<file path="config.mk">
export PLATFORM = sky130hd
export DESIGN_NAME = sdr_proto_mon
export DESIGN_NICKNAME = d
export VERILOG_FILES = /design/src/rtl/sdr_proto_mon.sv
export SDC_FILE = /design/constraint.sdc
export NUM_CORES = 1
export LEC_CHECK = 0
export CORE_MARGIN = 3
export CORE_UTILIZATION = 40
export DETAILED_ROUTE_END_ITERATION = 16
export PLACE_DENSITY = 0.7
export SLEW_MARGIN = 20
export SYNTH_ARGS = -nofsm -noshare
export SYNTH_HDL_FRONTEND = slang
export SYNTH_SLANG_ARGS = --single-unit
</file>
<file path="constraint.sdc">
create_clock -name sdram_clk -period 5.2 [get_ports sdram_clk]
set_input_delay 0.52 -clock sdram_clk [delete_from_list [all_inputs] [get_ports sdram_clk]]
set_output_delay 0.52 -clock sdram_clk [all_outputs]
set_load 0.02 [all_outputs]
</file>
<file path="src/rtl/sdr_proto_mon.sv">
// Passive SDRAM protocol monitor: tracks per-bank state/timing from the command pins and flags violations.
// Latency: a violation sampled on edge N is visible in err_* / viol_cnt after edge N; observe-only, no backpressure.
module sdr_proto_mon #(
    parameter int NUM_BANKS    = 4,
    parameter int ADDR_W       = 13,
    parameter int BURST_LENGTH = 4,
    parameter int TRCD         = 3,
    parameter int TRP          = 3,
    parameter int TRAS         = 6,
    parameter int TRFC         = 7,
    parameter int CNT_W        = 16
) (
    input  logic                         sdram_clk,
    input  logic                         sdram_resetn,
    input  logic                         sdr_init_done,
    input  logic                         sdr_cs_n,
    input  logic                         sdr_ras_n,
    input  logic                         sdr_cas_n,
    input  logic                         sdr_we_n,
    input  logic [$clog2(NUM_BANKS)-1:0] sdr_ba,
    input  logic [ADDR_W-1:0]            sdr_addr,
    input  logic                         err_clr,
    output logic [NUM_BANKS-1:0]         bank_open,
    output logic [5:0]                   err_flags,
    output logic                         err_valid,
    output logic [$clog2(NUM_BANKS)-1:0] err_bank,
    output logic [CNT_W-1:0]             viol_cnt
);

    localparam int BA_W   = $clog2(NUM_BANKS);
    localparam int MAX_A  = (TRCD > TRP) ? TRCD : TRP;
    localparam int MAX_B  = (TRAS > TRFC) ? TRAS : TRFC;
    localparam int MAX_C  = (MAX_A > MAX_B) ? MAX_A : MAX_B;
    localparam int MAXT   = (MAX_C > BURST_LENGTH) ? MAX_C : BURST_LENGTH;
    localparam int CW     = $clog2(MAXT + 1);

    localparam logic [CW-1:0] CNT_MAX = CW'(MAXT);
    localparam logic [CW-1:0] ONE     = CW'(1);
    // Timed states are left one edge early so the command at +T already sees the new state.
    localparam logic [CW-1:0] RCD_END = CW'(TRCD - 1);
    localparam logic [CW-1:0] RP_END  = CW'(TRP - 1);
    localparam logic [CW-1:0] RFC_END = CW'(TRFC - 1);
    localparam logic [CW-1:0] BL_END  = CW'(BURST_LENGTH);
    localparam logic [CW-1:0] RAS_MIN = CW'(TRAS);

    typedef enum logic [2:0] {
        S_INIT, S_IDLE, S_ACTIVATING, S_ACTIVE,
        S_BURST, S_BURST_AP, S_PRECHARGING, S_REFRESHING
    } bank_state_t;

    // Enum order matches {ras_n,cas_n,we_n} with cs_n low.
    typedef enum logic [2:0] {
        C_MRS, C_REF, C_PRE, C_ACT, C_WR, C_RD, C_BST, C_NOP
    } cmd_t;

    cmd_t                         cmd;
    bank_state_t                  st_q   [NUM_BANKS];
    bank_state_t                  st_d   [NUM_BANKS];
    logic [CW-1:0]                cnt_q  [NUM_BANKS];
    logic [CW-1:0]                cnt_d  [NUM_BANKS];
    logic [CW-1:0]                ras_q  [NUM_BANKS];
    logic [CW-1:0]                ras_d  [NUM_BANKS];
    logic [NUM_BANKS-1:0][5:0]    viol;
    logic [5:0]                   viol_now;
    logic                         viol_any;
    logic [BA_W-1:0]              viol_bank;
    logic                         all_idle;
    logic                         unused_addr;

    assign cmd         = sdr_cs_n ? C_NOP : cmd_t'({sdr_ras_n, sdr_cas_n, sdr_we_n});
    assign unused_addr = ^sdr_addr;

    always_comb begin
        all_idle = 1'b1;
        for (int i = 0; i < NUM_BANKS; i++) begin
            bank_open[i] = st_q[i] inside {S_ACTIVATING, S_ACTIVE, S_BURST, S_BURST_AP};
            if (st_q[i] != S_IDLE) all_idle = 1'b0;
        end
    end

    always_comb begin
        logic tgt;
        tgt = 1'b0;
        for (int i = 0; i < NUM_BANKS; i++) begin
            tgt      = (sdr_ba == BA_W'(i));
            st_d[i]  = st_q[i];
            cnt_d[i] = (cnt_q[i] == CNT_MAX) ? cnt_q[i] : cnt_q[i] + ONE;
            ras_d[i] = (ras_q[i] == CNT_MAX) ? ras_q[i] : ras_q[i] + ONE;
            viol[i]  = '0;

            case (st_q[i])
                S_INIT:        if (sdr_init_done) st_d[i] = S_IDLE;
                S_ACTIVATING:  if (cnt_q[i] >= RCD_END) st_d[i] = S_ACTIVE;
                S_BURST:       if (cnt_q[i] >= BL_END) st_d[i] = S_ACTIVE;
                S_BURST_AP:    if (cnt_q[i] >= BL_END) begin
                                   st_d[i]  = S_PRECHARGING;
                                   cnt_d[i] = ONE;
                               end
                S_PRECHARGING: if (cnt_q[i] >= RP_END) st_d[i] = S_IDLE;
                S_REFRESHING:  if (cnt_q[i] >= RFC_END) st_d[i] = S_IDLE;
                default: ;
            endcase

            if (st_q[i] == S_INIT) begin
                if (cmd == C_BST || (tgt && (cmd inside {C_ACT, C_RD, C_WR})))
                    viol[i][5] = 1'b1;
            end else if (st_q[i] == S_REFRESHING) begin
                if (cmd != C_NOP) viol[i][4] = 1'b1;
            end else begin
                case (cmd)
                    C_ACT: if (tgt) begin
                        // An ACT into PRECHARGING is flagged but still opens the row.
                        if (st_q[i] == S_IDLE || st_q[i] == S_PRECHARGING) begin
                            viol[i][3] = (st_q[i] == S_PRECHARGING);
                            st_d[i]    = S_ACTIVATING;
                            cnt_d[i]   = ONE;
                            ras_d[i]   = ONE;
                        end else begin
                            viol[i][0] = 1'b1;
                        end
                    end
                    C_RD, C_WR: if (tgt) begin
                        if (st_q[i] == S_ACTIVE || st_q[i] == S_BURST) begin
                            st_d[i]  = sdr_addr[10] ? S_BURST_AP : S_BURST;
                            cnt_d[i] = ONE;
                        end else if (st_q[i] == S_ACTIVATING) begin
                            viol[i][1] = 1'b1;
                        end else begin
                            viol[i][0] = 1'b1;
                        end
                    end
                    C_PRE: if ((tgt || sdr_addr[10]) && bank_open[i]) begin
                        viol[i][2] = (ras_q[i] < RAS_MIN);
                        st_d[i]    = S_PRECHARGING;
                        cnt_d[i]   = ONE;
                    end
                    C_REF: begin
                        if (!all_idle) begin
                            viol[i][4] = (st_q[i] != S_IDLE);
                        end else begin
                            st_d[i]  = S_REFRESHING;
                            cnt_d[i] = ONE;
                        end
                    end
                    C_MRS: viol[i][0] = (st_q[i] != S_IDLE);
                    C_BST: if (st_q[i] == S_BURST) st_d[i] = S_ACTIVE;
                    default: ;
                endcase
            end
        end
    end

    always_comb begin
        viol_now  = '0;
        viol_bank = '0;
        for (int i = 0; i < NUM_BANKS; i++) viol_now = viol_now | viol[i];
        for (int i = NUM_BANKS - 1; i >= 0; i--) begin
            if (|viol[i]) viol_bank = BA_W'(i);
        end
        viol_any = |viol_now;
    end

    always_ff @(posedge sdram_clk) begin
        if (!sdram_resetn) begin
            for (int i = 0; i < NUM_BANKS; i++) begin
                st_q[i]  <= S_INIT;
                cnt_q[i] <= '0;
                ras_q[i] <= '0;
            end
            err_flags <= '0;
            err_valid <= 1'b0;
            err_bank  <= '0;
            viol_cnt  <= '0;
        end else begin
            for (int i = 0; i < NUM_BANKS; i++) begin
                st_q[i]  <= st_d[i];
                cnt_q[i] <= cnt_d[i];
                ras_q[i] <= ras_d[i];
            end
            // A clear in the same cycle as a violation keeps only the new violation.
            if (err_clr) begin
                err_flags <= viol_now;
                viol_cnt  <= viol_any ? CNT_W'(1) : '0;
                err_valid <= viol_any;
                err_bank  <= viol_any ? viol_bank : '0;
            end else begin
                err_flags <= err_flags | viol_now;
                if (viol_any && !(&viol_cnt)) viol_cnt <= viol_cnt + CNT_W'(1);
                if (viol_any && !err_valid) begin
                    err_valid <= 1'b1;
                    err_bank  <= viol_bank;
                end
            end
        end
    end

endmodule

</file>
After elaboration in Yosys (flattened, before gate mapping)
Memory sizes are Yosys's and may differ from the RTL's.
Cells that the tools add are included.
W data, S select, Z words.
{"block": "word_totals", "n_memories": 3, "regBits": 25, "wordCells": 400, "ramBits": 36}
{"memory": "cnt_q", "depth": 4, "word_bits": 3, "rd": 4, "rd_clocked_by_memory_dff": 0, "wr": 4, "line_no": "59", "text": "logic [CW-1:0] cnt_q [NUM_BANKS];"}
{"memory": "ras_q", "depth": 4, "word_bits": 3, "rd": 4, "rd_clocked_by_memory_dff": 0, "wr": 4, "line_no": "61", "text": "logic [CW-1:0] ras_q [NUM_BANKS];"}
{"memory": "st_q", "depth": 4, "word_bits": 3, "rd": 4, "rd_clocked_by_memory_dff": 0, "wr": 4, "line_no": "57", "text": "bank_state_t st_q [NUM_BANKS];"}
{"block": "op_classes", "n_reduce_logical": 48, "bitwise_logic": 16, "n_mux": 254, "add_sub_neg": 9, "eq_ne": 50, "order_cmp": 16}
{"cell": "$mux W3", "count": 141}
{"cell": "$eq A3 B3 Y1 const B", "count": 27}
{"cell": "$pmux W3 S6", "count": 4}
{"cell": "$mux W1", "count": 71}
{"cell": "$pmux W3 S5", "count": 4}
{"cell": "$pmux W3 S4", "count": 4}
{"cell": "$mux W16", "count": 2}
{"cell": "$eq A3 B2 Y1 const B", "count": 10}
{"cell": "$mux W2", "count": 15}
{"cell": "$reduce_or A6 Y1", "count": 5}
{"cell": "$add A3 B1 Y3 const B", "count": 8}
{"cell": "$ge A3 B3 Y1 const B", "count": 8}
{"cell": "$or A6 B6 Y6", "count": 4}
{"cell": "$mux W5", "count": 4}
{"cell": "$add A16 B1 Y16 const B", "count": 1}
{"cell": "$logic_or A1 B1 Y1", "count": 16}
{"cell": "$mux W4", "count": 4}
{"cell": "$reduce_and A16 Y1", "count": 1}
{"cell": "$reduce_bool A4 Y1", "count": 4}
{"cell": "$eq A3 B1 Y1 const B", "count": 5}
{"cell": "$logic_not A3 Y1", "count": 5}
{"cell": "$ge A3 B2 Y1 const B", "count": 4}
{"cell": "$lt A3 B3 Y1 const B", "count": 4}
{"cell": "$ne A3 B1 Y1 const B", "count": 4}
{"cell": "12 further kinds", "count": 38}

Depth between registers and ports, before layout
{"block": "depth", "ltp_word": 16, "mapped_depth": 13, "mapped_depth_nobuf": 8}

Worst setup path after synthesis
OpenSTA, ideal clock, no wires.
{"block": "synth_timing", "kind": "input port to flip-flop", "startpoint": "input sdr_we_n", "endpoint": "register viol_cnt[7]", "slack_ns": 2.594, "n_path_buf": 2, "path_stages": 10, "arrival_ns": 2.547, "setup_time_ns": 0.059, "t_required_ns": 5.141, "cell_sequence": "buf_2 -> or2_0 -> clkbuf_1 -> a21oi_1 -> o221ai_1 -> a221oi_2 -> nor4_4 -> a21o_1 -> or4_1 -> nand2_1"}
{"block": "synth_via", "elab_chain_len": 13}
{"element": "start: declaration", "line_no": "19", "text": "input logic sdr_we_n,"}
{"element": "$mux W3 *", "line_no": "70", "text": "assign cmd = sdr_cs_n ? C_NOP : cmd_t'({sdr_ras_n, sdr_cas_n, sdr_we_n});"}
{"element": "branches (longest 8 deep; another with $or A6 B6 Y6)"}
{"element": "$or A6 B6 Y6 *", "line_no": "156", "text": "for (int i = 0; i < NUM_BANKS; i++) viol_now = viol_now | viol[i];"}
{"element": "$reduce_or A6 Y1 *", "line_no": "160", "text": "viol_any = |viol_now;"}
{"element": "$logic_and A1 B1 Y1 *", "line_no": "188", "text": "if (viol_any && !(&viol_cnt)) viol_cnt <= viol_cnt + CNT_W'(1);"}
{"element": "$reduce_bool A2 Y1 (no line) *"}
{"element": "end signal: assignment", "line_no": "183", "text": "viol_cnt <= viol_any ? CNT_W'(1) : '0;"}
{"element": "end signal: assignment", "line_no": "188"}
{"element": "end: declaration", "line_no": "27", "text": "output logic [CNT_W-1:0] viol_cnt"}
Mark *: on every way between the ends.
A chain may end at the register's enable or synchronous reset.

Worst setup path after layout
{"block": "layout_timing", "startpoint": "input sdr_ras_n", "endpoint": "register viol_cnt[7]"}
{"block": "layout_via", "elab_chain_len": 13}
{"element": "start: declaration", "line_no": "17", "text": "input logic sdr_ras_n,"}
{"element": "$mux W3 *", "line_no": "70"}
{"element": "branches (longest 8 deep; another with $or A6 B6 Y6)"}
{"element": "$or A6 B6 Y6 *", "line_no": "156"}
{"element": "$reduce_or A6 Y1 *", "line_no": "160"}
{"element": "$logic_and A1 B1 Y1 *", "line_no": "188"}
{"element": "$reduce_bool A2 Y1 (no line) *"}
Marks and branches as above.

==> results.md <==
- Status: finished, final reports clean
- EDFF count, synth: 0
- # diodes: 0
- CTS Buf Count: 9
- Worst vdd ir: between 0.0002 and 0.00025 V
- Leading post-synthesis cells by cell area: dfxtp_1, nand2_1, nor2_1
- Startpoint Class: input pin
- CTS tree: built
- Unrepaired setup endpoints after global routing: no
- Clk pwr share: 0.479
- # Max-Cap Violations: 0
- Top-Level Pins: 52
- Final GP Congestion: 0.975
- Switch share: 0.272
- Post-synthesis compound-gate area fraction: 0.274
- CP max-delay cell: clkdlybuf4s50_1
- Post-Route WL: about 15 mm
- Sw power: 0.395 mW
- Hold WC Path Type: register to register
- Relative slew margins: 0.344
- Pwr Density: 252 mW/mm²
- Resized Gates After CTS: 0
- Ys async rst share: 0
- Synth Net Count: 728
- Via density: ~6.2
- XOR/XNOR Fraction of Synth Area: 0.0365
- Commonest non-fill, non-tap cell in the layout: nand2_1
- Most common cell on crit path: nor4_4
- Combinational cell fraction of total power: 0.153
- Setup TNS: 0 ns
- Yosys warns: 0
- CP Cell Sequence: clkdlybuf4s50_1 -> nor3b_4 -> nand3_1 -> o311a_1 -> nor4_4 -> nor4_4 -> a21o_1 -> or4_1 -> nand2_1
- Placeable Area: between 0.01 and 0.015 mm²
- Seq/Total Area, Yosys: 0.243
- Clock Skew: 0.00479 ns
- Worst Path Max Fanout: 25
- Starting Density: 0.414
- Final min period: 3.73 ns
- Clk_lat worst skew: 0.34 ns
- Max incr delay on CP: 1.02 ns
- Final Setup Violations: 0
- Share of Yosys cell area claimed by the top area cell type: 0.243
- Synth Cell Area: 0.00503 mm²
- Syn Inst Count: 692
- Initial DRC count: 837
- Die area: 0.0140 mm²
- Finished Cell Area: 0.00578 mm²
- GRT Util Overall: 0.211
- Port-buffer cells: 39
- CTS root buf: clkbuf_16
- HPWL Detailed: ~11 mm
- Max Buffers Root-to-Sink: 2
- Antenna viol nets, final: 0
- Largest area contributor in the netlist: dfxtp_1
- Post-synthesis mux area share: 0.0142
- Fmax: 268 MHz
- Total placed instance area: 0.00544 mm²
- Post-CTS setup buffers: 0
- Main combinational cell family by area after synthesis: simple AND/OR/NAND/NOR gates
- Row cnt: 40
- P_leak: 2.05 nW
- Fraction of layout cells with a size suffix above 1: 0.0573
- Post-synthesis average cell area: 7.27 µm²
- Post-Synth Simple-Gate Area: 0.335
- Grt ovf: 0
- Commonest cells after routing, fill and taps aside: nand2_1, dfxtp_1, nor2_1
- Yosys reg bits: 61
- Final hold viol count: 0
- Cell Count, Final, Fillers Out: around 870
- Die W: between 100 and 150 µm
- Clk sinks: 61
- P&R area growth vs syn: 14.9%
- Antenna violations before repair: 0
- Remaining DRCs: 0
- Largest net degree at the start of global routing: 40
- Crit end category: register
- Req. time, crit path: roughly 5.5 ns
- Final net count: 729
- CTS Hold Bufs: 0
- Vias: 5370
- Fin crit share: 0.718
- Synth Flop Type: dfxtp_1
- Power Internal: 1.06 mW
- Worst setup path class: input pin to register
- Die H: 118 µm
- Power Total: 1.46 mW
- Wire length per cell: 17.4 µm
- Reg power frac: 0.368
- First-pass iteration count of the detailed router: 6
- Worst Tran Pin Value: 0.982 ns
- Synth cell types: 80
- Adder-cell share of the synthesized area: 0.0323
- Inst Count DP: 850
- H-tree Lvls: 3
- CTS clock-pin slew for the worst setup and hold paths: 0.05 ns
- Vias in the first global route: between 4000 and 5000
- First-pass GRT wire length: 24.3 mm
- Slew Viols, Final: 0
- Worst path arrival time: 4.02 ns
## routing by layer
layer  vias up  global-route usage  wire, µm
met5         -                   0         0
met4         0              0.0908       502
met3        45              0.0589      1590
met2       314               0.336      6830
met1      2473               0.267      6190
li1       2538                   -         -
## cell usage after synthesis, types with 5 or more instances
| master | instances |
|---|---|
| a31oi_1 | 14 |
| nand3b_1 | 8 |
| o21ai_0 | 43 |
| o31ai_1 | 5 |
| buf_2 | 14 |
| clkbuf_1 | 36 |
| ha_1 | 13 |
| and2_1 | 7 |
| nand2_1 | 84 |
| o211ai_1 | 8 |
| inv_1 | 21 |
| nand4_1 | 12 |
| a21boi_0 | 14 |
| nor2b_1 | 10 |
| a21oi_1 | 39 |
| nor3b_1 | 5 |
| nand3_1 | 37 |
| mux2i_1 | 6 |
| xnor2_1 | 17 |
| a211oi_1 | 9 |
| o21a_1 | 9 |
| dfxtp_1 | 61 |
| nor3_1 | 20 |
| nand2b_1 | 19 |
| nor2_1 | 58 |
| o311ai_0 | 5 |
| a21o_1 | 5 |
| and3_1 | 11 |
## worst max-delay path: cells and delay by family
| kind | cells | cell delay [ns] |
|---|---|---|
| compound gates | 2 | 0.48 |
| simple gates | 6 | 1.98 |
| buf+inv | 1 | 1.02 |
## final timing paths
path	end	cells after the start	slack, ns	from
worst max register to register	viol_cnt[7]	8	2.01	st_q[3][2]
worst max-delay path	viol_cnt[7]	9	1.47	sdr_ras_n
worst min-delay path	err_bank[1]	1	0.47	err_bank[1]
worst min register to register	err_bank[1]	1	0.47	err_bank[1]
## cell families (layout without fill, tap and decap cells)
family / Yosys count / in the layout
compound gates: 200 / 200
fa+ha+maj: 13 / 13
buf+inv: 78 / 84
simple gates: 312 / 312
mux: 7 / 7
xor+xnor: 21 / 21
flops: 61 / 61
## layout make-up
cell class | count | area (µm²)
clock inverters | 4 | 95.1
repair buffers | 47 | 450
flip-flops and latches | 61 | 1220
well taps | 168 | 210
fillers | 1229 | 6380
clock buffers | 12 | 246
multi-input cells | 553 | 3480
inverters | 21 | 78.8
## registers in the layout, summed over array words and instances (netlist names)
register	flops
cnt_q	12
err_valid	1
ras_q	12
err_flags	6
viol_cnt	16
err_bank	2
st_q	12
## power groups by stage
| stage | clock (mW) | sequential, mW | combinational [mW] |
|---|---|---|---|
| after floorplan | 0 | 0.524 | 0.175 |
| after global placement | 0 | 0.543 | 0.209 |
| after detailed placement | 0 | 0.545 | 0.217 |
| after CTS | 0.708 | 0.535 | 0.218 |
| after global routing | 0.723 | 0.542 | 0.245 |
| final | 0.697 | 0.536 | 0.222 |
## through the flow
stage,setup WS (ns),hold WS [ns],utilization
6_report,1.47,0.474,0.476
2_1_floorplan,2.59,0.458,-
3_3_place_gp,1.20,0.454,0.447
3_5_place_dp,1.19,0.457,0.447
4_1_cts,1.55,0.469,0.476
5_1_grt,1.26,0.478,0.476
(Power assumes the default switching activity.)
